<file path="src/rtl/fetch_pkg.sv">
// Shared types and constants for the instruction fetch unit and its prefetch queue.
package fetch_pkg;

   localparam logic [31:0] NOP_INSTR        = 32'h0000_0000;
   localparam logic [31:0] RESET_PC_DEFAULT = 32'h0000_0000;

   typedef struct packed {
      logic [31:0] pc;
      logic [31:0] instr;
   } q_entry_t;

endpackage

</file>
<file path="src/rtl/fetch_queue.sv">
// DEPTH-entry prefetch FIFO with combinational head; flush overrides push and pop.
module fetch_queue
   import fetch_pkg::*;
#(
   parameter int DEPTH = 2
) (
   input  logic       clk,
   input  logic       rst_n,
   input  logic       push,
   input  q_entry_t   push_entry,
   input  logic       pop,
   input  logic       flush,
   output q_entry_t   head,
   output logic [2:0] occ
);

   localparam int PW = $clog2(DEPTH);

   q_entry_t      mem [DEPTH];
   logic [PW-1:0] wr_ptr_reg;
   logic [PW-1:0] rd_ptr_reg;
   logic [2:0]    occ_reg;
   logic          do_push;
   logic          do_pop;

   function automatic logic [PW-1:0] ptr_inc(input logic [PW-1:0] p);
      return (p == PW'(DEPTH - 1)) ? '0 : p + PW'(1);
   endfunction

   assign do_push = push && !flush;
   assign do_pop  = pop && !flush && (occ_reg != 3'd0);

   always_ff @(posedge clk or negedge rst_n) begin
      if (!rst_n) begin
         wr_ptr_reg <= '0;
         rd_ptr_reg <= '0;
         occ_reg    <= '0;
      end else if (flush) begin
         wr_ptr_reg <= '0;
         rd_ptr_reg <= '0;
         occ_reg    <= '0;
      end else begin
         if (do_push) wr_ptr_reg <= ptr_inc(wr_ptr_reg);
         if (do_pop)  rd_ptr_reg <= ptr_inc(rd_ptr_reg);
         occ_reg <= occ_reg + 3'(do_push) - 3'(do_pop);
      end
   end

   // Storage carries no reset; the head is only meaningful while occ is non-zero.
   always_ff @(posedge clk) begin
      if (do_push) mem[wr_ptr_reg] <= push_entry;
   end

   assign head = mem[rd_ptr_reg];
   assign occ  = occ_reg;

endmodule

</file>
<file path="src/rtl/fetch_unit.sv">
// Instruction fetch unit: credit-limited request issue, in-order response tracking,
// redirect with stale-response dropping, and a prefetch queue feeding IF/ID.
module fetch_unit
   import fetch_pkg::*;
#(
   parameter logic [31:0] RESET_PC = RESET_PC_DEFAULT,
   parameter int          DEPTH    = 2
) (
   input  logic        clk,
   input  logic        rst_n,
   output logic        imem_req_valid,
   output logic [31:0] imem_req_addr,
   input  logic        imem_req_ready,
   input  logic        imem_rsp_valid,
   input  logic [31:0] imem_rsp_data,
   input  logic        pc_write,
   input  logic        redirect_valid,
   input  logic [31:0] redirect_pc,
   output logic [31:0] instr,
   output logic [31:0] instr_pc,
   output logic        instr_valid
);

   logic [31:0] fetch_pc_reg, fetch_pc_next;
   logic [31:0] rsp_pc_reg, rsp_pc_next;
   logic [2:0]  out_reg, out_next;
   logic [2:0]  drop_reg, drop_next;
   logic [2:0]  occ;
   logic        hs;
   logic        push;
   logic        pop;
   q_entry_t    head;
   q_entry_t    push_entry;

   // Credit check uses registered counts only, so a same-cycle response never frees a slot early.
   assign imem_req_valid = rst_n && !redirect_valid &&
                           (({1'b0, occ} + {1'b0, out_reg}) < 4'(DEPTH));
   assign imem_req_addr  = fetch_pc_reg;
   assign hs             = imem_req_valid && imem_req_ready;
   assign push           = imem_rsp_valid && (drop_reg == 3'd0) && !redirect_valid;
   assign pop            = instr_valid && pc_write && !redirect_valid;
   assign push_entry     = '{pc: rsp_pc_reg, instr: imem_rsp_data};

   always_comb begin
      fetch_pc_next = fetch_pc_reg;
      rsp_pc_next   = rsp_pc_reg;
      out_next      = out_reg + 3'(hs) - 3'(imem_rsp_valid);
      drop_next     = drop_reg;
      if (redirect_valid) begin
         fetch_pc_next = redirect_pc;
         rsp_pc_next   = redirect_pc;
         // Every request still in flight belongs to the old path.
         drop_next     = out_reg - 3'(imem_rsp_valid);
      end else begin
         if (hs)   fetch_pc_next = fetch_pc_reg + 32'd4;
         if (push) rsp_pc_next   = rsp_pc_reg + 32'd4;
         if (imem_rsp_valid && (drop_reg != 3'd0)) drop_next = drop_reg - 3'd1;
      end
   end

   always_ff @(posedge clk or negedge rst_n) begin
      if (!rst_n) begin
         fetch_pc_reg <= RESET_PC;
         rsp_pc_reg   <= RESET_PC;
         out_reg      <= '0;
         drop_reg     <= '0;
      end else begin
         fetch_pc_reg <= fetch_pc_next;
         rsp_pc_reg   <= rsp_pc_next;
         out_reg      <= out_next;
         drop_reg     <= drop_next;
      end
   end

   fetch_queue #(
      .DEPTH (DEPTH)
   ) u_queue (
      .clk        (clk),
      .rst_n      (rst_n),
      .push       (push),
      .push_entry (push_entry),
      .pop        (pop),
      .flush      (redirect_valid),
      .head       (head),
      .occ        (occ)
   );

   assign instr_valid = (occ != 3'd0);
   assign instr       = instr_valid ? head.instr : NOP_INSTR;
   assign instr_pc    = instr_valid ? head.pc : 32'h0;

endmodule

</file>
<file path="config.mk">
export PLATFORM = sky130hd
export DESIGN_NAME = fetch_unit
export DESIGN_NICKNAME = d
export VERILOG_FILES = /design/src/rtl/fetch_pkg.sv /design/src/rtl/fetch_queue.sv /design/src/rtl/fetch_unit.sv
export SDC_FILE = /design/constraint.sdc
export NUM_CORES = 1
export LEC_CHECK = 0
export CORE_ASPECT_RATIO = 0.9
export CORE_MARGIN = 1
export CORE_UTILIZATION = 50
export CTS_CLUSTER_DIAMETER = 200
export CTS_CLUSTER_SIZE = 16
export DETAILED_ROUTE_END_ITERATION = 8
export PLACE_DENSITY = 0.77
export SETUP_SLACK_MARGIN = 0.2
export SLEW_MARGIN = 20
export SYNTH_ARGS = -nofsm -noshare
export SYNTH_HDL_FRONTEND = slang
export SYNTH_SLANG_ARGS = --single-unit
</file>
<file path="constraint.sdc">
create_clock -name clk -period 10.7 [get_ports clk]
set_input_delay 2.14 -clock clk [delete_from_list [all_inputs] [get_ports clk]]
set_output_delay 2.14 -clock clk [all_outputs]
set_load 0.02 [all_outputs]
</file>
### Yosys cells after proc, flatten, opt, wreduce, memory -nomap -nowiden

Memories as Yosys holds them, arrays and structs flattened.
Index checks and enable logic that the tools add are counted.

* bits of input ports: 70
* register bits: 75
* output and inout port bits: 98
* memories: 1
* memory bits (read-only): 0
* bits in writable memories: 128
* bits in latches: 0
* word-level logic and storage cells: 57

Memories
* u_queue.mem: depth 2, width 64, read ports 1, clocked after memory_dff 0, wr ports 1, line fetch_queue.sv:19 `q_entry_t mem [DEPTH];`

* bitwise operators: 0
* divide/modulo/power cells: 0
* reduce and logical (&&, ||, !) cells: 20
* mux-type cells: 17
* shifts and indexed selects: 0
* $lt $le $gt $ge: 1
* $add $sub $neg: 11
* $mul: 0
* eq/ne operators: 0

Operator list (count)
* $mux W32: 6
* $add A32 B3 Y32 const B: 2
* $logic_and A1 B1 Y1: 11
* $reduce_bool A2 Y1: 5
* $mux W3: 3
* $sub A3 B1 Y3: 3
* $mux W1: 8
* $add A3 B1 Y3: 2
* $reduce_bool A3 Y1: 2
* $add A3 B3 Y4: 1
* $lt A4 B2 Y1 const B: 1
* $logic_not A3 Y1: 1
* $sub A3 B1 Y3 const B: 1
* $add A1 B1 Y1 const B: 2
* $logic_not A1 Y1: 1

### Longest topological paths before layout

Gate-level depths: netlist (run 1).

* depth in word-level cells: 7
* gate-level depth with buffers: 14
* depth with buffers taken out: 12

### Modules after synthesis

From an unflattened synthesis (run 1), not the netlist that was laid out.

* cells, all modules: 729
* area total of the unflattened synthesis: 9381.5 µm²

By module, submodules not included
* fetch_queue: seq. area each 3968.8 µm², area an instance 4901.0 µm², instances 1, cells each 225
* fetch_unit: seq. area each 1751.7 µm², area an instance 4480.5 µm², instances 1, cells each 504

### Worst setup path after synthesis (run 1)

OpenSTA, ideal clock, no wires.

* path kind: input to register
* from: in redirect_valid
* to: mem u_queue.mem[0][0] in the netlist's numbering, enable pin
* data arrival time: 6.942 ns
* required time: 10.135 ns
* stages on the path: 3
* path buffers: 2
* setup time: 0.565 ns
* path slack: 3.193 ns
* path through: clkbuf_1 buf_1 nor3_1

* longest elaborated chain between the ends: 5

Ends and longest elaborated chain
* start, declared: line fetch_unit.sv:17 `input logic redirect_valid,`
* $logic_not A1 Y1 *: line fetch_queue.sv:30, fetch_unit.sv:40
* $logic_and A1 B1 Y1: line fetch_unit.sv:40 `assign push = imem_rsp_valid && (drop_reg == 3'd0) && !redirect_valid;`
* $logic_and A1 B1 Y1 *: line fetch_queue.sv:30 `assign do_push = push && !flush;`
* $mux W1 *: line fetch_queue.sv:51 `if (do_push) mem[wr_ptr_reg] <= push_entry;`
* $mux W1 (not written as such) *: line fetch_queue.sv:51
* end, declared: line fetch_queue.sv:19

Mark *: on every way between the ends. The rest lies on a longest branch, timed or not.

### Worst setup path in the final report (run 1)

* from: in redirect_valid
* to: out imem_req_valid

* longest elaborated chain between the ends: 3

Ends and longest elaborated chain
* $logic_not A1 Y1: line fetch_unit.sv:36 `assign imem_req_valid = rst_n && !redirect_valid &&`
* $logic_and A1 B1 Y1 (2 in series): line fetch_unit.sv:36
* end, declared: line fetch_unit.sv:11 `output logic imem_req_valid,`

No other way between the ends.

==> results of run 1 <==
==> power by group through the flow <==
stage          combinational [mW]  clock [mW]  sequential [mW]
3_3_place_gp                0.928           0             1.02
5_1_grt                      1.01       0.597             1.02
2_1_floorplan               0.549           0            0.994
3_5_place_dp                0.944           0             1.02
6_report                    0.937       0.550             1.00
4_1_cts                     0.947       0.566             1.00
==> logic make-up after synthesis <==
| group | count (synthesis) | synth area share, % |
|---|---|---|
| XOR/XNOR | 48 | 4.62 |
| AND/OR/NAND/NOR | 235 | 12.8 |
| adder cells (fa/ha/maj) | 15 | 2.31 |
| flip-flops | 203 | 62.9 |
| multiplexers | 84 | 9.51 |
| AO/OA/AOI/OAI | 75 | 5.28 |
| buffers and inverters | 56 | 2.60 |
==> cell usage in the layout, fill, tap and decap left out, types with 25 or more instances in the layout <==
master and count:
inv_1 26, mux2i_1 65, nand3_1 26, xnor2_1 25, edfxtp_1 128, nor2_1 92, nand2_1 49, clkdlybuf4s50_1 165
dfrtp_1 74, o21ai_0 39
==> routing by layer <==
metal | global-route usage, % | part of all wire, %
met1 | 31.3 | 46
met2 | 32.5 | 44
met3 | 4.40 | 8.9
met4 | 3.72 | 1.4
met5 | 0 | 0
==> worst max-delay path, delay by kind of cell <==
| family | cells | cell delay (ps) |
|---|---|---|
| buffers and inverters | 3 | 1030 |
| AO/OA/AOI/OAI | 1 | 280 |
| AND/OR/NAND/NOR | 1 | 350 |
==> cell type report <==
class,instances,area (um2)
clock inverters,1,7.51
inverters,27,101
flip-flops and latches,203,5720
well taps,240,300
multi-input cells,457,3150
clock buffers,27,463
fillers,1398,6260
repair buffers,174,1720
==> path summary, 6_finish.rpt <==
check / startpoint / endpoint / slack, ps / cells after the start
worst min-delay path: rsp_pc_reg[1] / u_queue.mem[1][33] / 470 / 0
max in group asynchronous: rst_n / u_queue.rd_ptr_reg / 8100 / 2
worst max-delay path: redirect_valid / imem_req_valid / 4750 / 5
worst min register to register: rsp_pc_reg[1] / u_queue.mem[1][33] / 470 / 0
min in group asynchronous: rst_n / imem_req_addr[13] / 1520 / 1
worst max register to register: u_queue.occ[1] / out_reg[2] / 7110 / 13
==> metrics.yaml, run 1 <==
setup_path:
  start_kind: "input pin"
  crit_type: "in2out"
  path_cells: "buf_2 > buf_4 > nand4bb_1 > a211oi_1 > clkdlybuf4s50_1"
  worstPathArrival_ps: 3810
  slowest_delay_ps: 650
  slowest_stage: "clkdlybuf4s50_1"
  cp_data_required_time_ps: 8560
  endpoint_kind: "output pin"
  path_max_fanout: 60
pwr:
  power_frac_comb_pct: 37.6
  p_leak_nw: 4.06
  switchingPower_mw: 0.858
  intPower_mw: 1.63
  ir_worst_vdd_mv: 0.117
  clkPwrFrac_pct: 22.1
  power.density_nw_per_um2: 217
  p_sw_share_pct: 34.4
  pwr-share-seq_pct: 40.3
  p_total_mw: 2.49
synthesis:
  syn_area_um2: 9090
  ys_ff_latch: 203
  synth_top_cells_by_count: "edfxtp_1, nor2_1, dfrtp_1"
  synth_ff_type: "edfxtp_1"
  synth_area_leader_cell: "edfxtp_1"
  synth.avg_cell_area_um2: 12.7
  synth_top_area_share_pct: 42.3
  synth-edff-count: 128
  yosys-top-cells-area: "edfxtp_1, dfrtp_1, mux2i_1"
  yosysMostFrequentCell: "edfxtp_1"
  ys_seq_area_share_pct: 62.9
  synth-async-reset-ratio_pct: 36.9
  netlist_instances: 716
  yosys_warnings: 0
  syn-num-nets: 801
  yosysUniqueCellTypes: 47
place:
  dp_worst_setup_slack_ps: 4760
  hpwl_mm: 13.3
  dp.cells: 1101
  gp_congestion: 0.882
  io_buffer_count: 167
  place_area_um2: 11000
final_layout:
  drive_above_1_share_pct: 6.75
  largest_reg_flops: 128
  final_area_um2: 11500
  nets: 964
  area_growth_pct: 26.0
  fin_cells: 1129
  n_antenna_cell: 0
  utilization_pct: 64.7
clock_network:
  ctsHoldBuffers: 0
  clk_pin_slew_ps: 70
  cts_buffers: 16
  cts_tree: "done"
  cts.sinks: 203
  cts-root-buf: "clkbuf_16"
  clkLatencyLatePin_ps: 470
  h-tree-depth: 1
  post_cts_buffers: 0
  cts_buffer_depth: 3
  cts-resized-gates: 0
sta:
  max_slew_margin_pct: 41.8
  drv_slew: 0
  rsz0062_at_grt: "no"
  finalWorstSetupSlack_ps: 4750
  finalSetupViolations: 0
  fin_crit_ps: 5950
  finalCritPeriodShare_pct: 55.6
  tightest_slew_ps: 873
  setup-tns-final_ps: 0
  skew_ps: 17.9
  hold_viol: 0
  hold_slack_ps: 471
  fmax_mhz: 168
job:
  maxCapViolations: 0
floorplanning:
  rows: 46
  initial_core_util_pct: 51.3
  die_h_um: 130
  io_pins: 168
  die_w_um: 144
  core_um2: 17700
  dieArea_um2: 18700
global_route:
  grt_pass1_vias: 5816
  grt-ovfl-total: 0
  grt.total_usage_pct: 21.1
  antenna_found_initial: 0
  grt_max_degree: 64
  grt_pass1_wl_mm: 30.5
worst_hold_path:
  min_path_type: "reg2reg"
run_status:
  outcome: "finished, final reports clean"
route:
  drc: 0
  routed_wl_mm: 19.7
  post_drt_wl_per_cell_um: 17.4
  drt_iter0_markers: 438
  vias_per_cell: 5.50
  dr.pass1.iters: 5
  route.vias.total: 6207
  drtAntennaViolNets: 0
Power figures use the tool's default switching activity.
==> run 2, diff against run 1 <==
- CORE_UTILIZATION: 50 -> 47
- PLACE_DENSITY: 0.77 -> 0.76
- clock period: 10.7 -> 5.2 ns (I/O delays scaled with it)
==> metrics.yaml, run 2 (same netlist as run 1, synthesis figures left out) <==
setup_path:
  reg2reg_depth: 13  # unchanged
  slowest_delay_ps: 650  # about the same
  path_cells: "inv_1 > fa_1 > a311o_1 > a211oi_1 > clkdlybuf4s50_1"
  crit_path_end: "imem_req_valid"
  cp_data_required_time_ps: 4160  # -4400 ps
  endpoint_kind: "output pin"
  path_max_fanout: 4  # -93%
  r2r-start: "out_reg[1]"
  crit_start: "out_reg[1]"
  slowest_stage: "clkdlybuf4s50_1"
  worstPathArrival_ps: 2850  # -960 ps
  crit_type: "reg2out"
  reg2reg_setup_slack_ps: 1650  # -5460 ps
  start_kind: "flop"
  r2r_end: "out_reg[2]"
clock_network:
  cts_buffers: 16  # unchanged
  clkLatencyLatePin_ps: 490  # +20 ps
  clk_pin_slew_ps: 70  # about the same
  ctsHoldBuffers: 0  # unchanged
  cts.sinks: 203  # unchanged
  cts_tree: "done"
  h-tree-depth: 1  # unchanged
  cts_buffer_depth: 3  # unchanged
  cts-resized-gates: 0  # unchanged
  cts-root-buf: "clkbuf_16"
  post_cts_buffers: 0  # unchanged
sta:
  drv_slew: 0  # unchanged
  hold_slack_ps: 470  # -1.26 ps
  tightest_slew_ps: 980  # +107 ps
  skew_ps: 24.9  # +6.97 ps
  rsz0062_at_grt: "no"
  hold_viol: 0  # unchanged
  setup-tns-final_ps: 0  # unchanged
  fin_crit_ps: 3890
  fmax_mhz: 257
  max_slew_margin_pct: 34.7  # -7.1 points
  finalSetupViolations: 0  # unchanged
  finalCritPeriodShare_pct: 74.9
route:
  drc: 0  # unchanged
  drt_iter0_markers: 426  # -2.7%
  routed_wl_mm: 19.9  # +1.4%
  route.vias.total: 6203  # -0.064%
  post_drt_wl_per_cell_um: 17.6  # +0.94%
  dr.pass1.iters: 6  # +1
  vias_per_cell: 5.47  # -0.51%
  drtAntennaViolNets: 0  # unchanged
pwr:
  power.density_nw_per_um2: 448  # +110%
  ir_worst_vdd_mv: 0.300  # +160%
  p_total_mw: 5.14  # +110%
  p_leak_nw: 4.06  # about the same
floorplanning:
  io_pins: 168  # unchanged
  initial_core_util_pct: 48.8  # -2.5 points
  die_w_um: 149  # +3.1%
  rows: 47  # +2.2%
  core_um2: 18600  # +5.2%
  dieArea_um2: 19900  # +6.3%
  die_h_um: 134  # +3.1%
final_layout:
  nets: 964  # unchanged
  largest_reg_flops: 128  # unchanged
  final_area_um2: 11500  # +0.11%
  drive_above_1_share_pct: 6.75  # unchanged
  layout_common_cells: "clkdlybuf4s50_1, edfxtp_1, nor2_1, dfrtp_1, mux2i_1"
  nFillCells: 1446  # +3.4%
  final_common_cell: "clkdlybuf4s50_1"
  n_antenna_cell: 0  # unchanged
  utilization_pct: 61.6  # -3.1 points
  area_growth_pct: 26.2
global_route:
  grt_pass1_wl_mm: 31.6  # +3.4%
  grt_pass1_vias: 6012  # +3.4%
  grt_max_degree: 76  # +19%
  grt.total_usage_pct: 20.3  # -0.78 points
  antenna_found_initial: 0  # unchanged
  grt-ovfl-total: 0  # unchanged
place:
  hpwl_mm: 13.0  # -2.0%
  io_buffer_count: 167  # unchanged
  gp_congestion: 0.884  # +0.27%
  place_area_um2: 11000  # +0.11%
run_status:
  outcome: "finished, final reports clean"
job:
  maxCapViolations: 0  # unchanged
worst_hold_path:
  hp-start: "rsp_pc_reg[23]"
  min_path_type: "reg2reg"
## run 2: cell counts in the layout (fill, tap and decap cells not counted)
Identical to the previous run, type by type.
## run 2: layer usage
metal / global-route usage (%) / vias up / wire length, um
met5: 0 / - / 0
li1: - / 2925 / -
met1: 30.1 / 3003 / 9010
met2: 30.9 / 249 / 9010
met4: 4.35 / 0 / 328
met3: 3.95 / 26 / 1590
## run 2: critical path, delay by kind of cell, from the launching register on
family,cells,cell delay (ps)
compound gates,2,670
buf+inv,2,760
fa+ha+maj,1,480
flops,1,450
## run 2: area by class of cell
class                   count  area (um2)  area share, %
well taps                 245         307           2.67
clock inverters             1        7.51         0.0654
multi-input cells         457        3160           27.5
flip-flops and latches    203        5720           49.9
clock buffers              27         463           4.03
repair buffers            174        1720           15.0
inverters                  27         101          0.883
## run 2: how the worst min path moves through the flow
stage / end / slack [ps] / cells after the start
finish: u_queue.mem[0][55] / 470 / 0
global route: u_queue.mem[0][55] / 490 / 0
CTS: u_queue.mem[1][55] / 470 / 0
detailed placement: u_queue.mem[1][55] / 450 / 0
global placement: u_queue.mem[0][55] / 450 / 0
floorplan: u_queue.mem[0][32] / 440 / 0
## run 2: metrics by stage
stage,cells,setup slack (ps)
3_5_place_dp,1106,1560
6_report,1134,1310
2_1_floorplan,716,751
3_3_place_gp,1106,1630
4_1_cts,1134,1270
5_1_grt,1134,1150
## run 2: power breakdown
part | leakage [nW] | internal (mW) | switching [mW]
Sequential | 2.06 | 1.87 | 0.226
Clock | 0.221 | 0.610 | 0.536
Combinational | 1.78 | 0.883 | 1.01
Total | 4.06 | 3.36 | 1.77
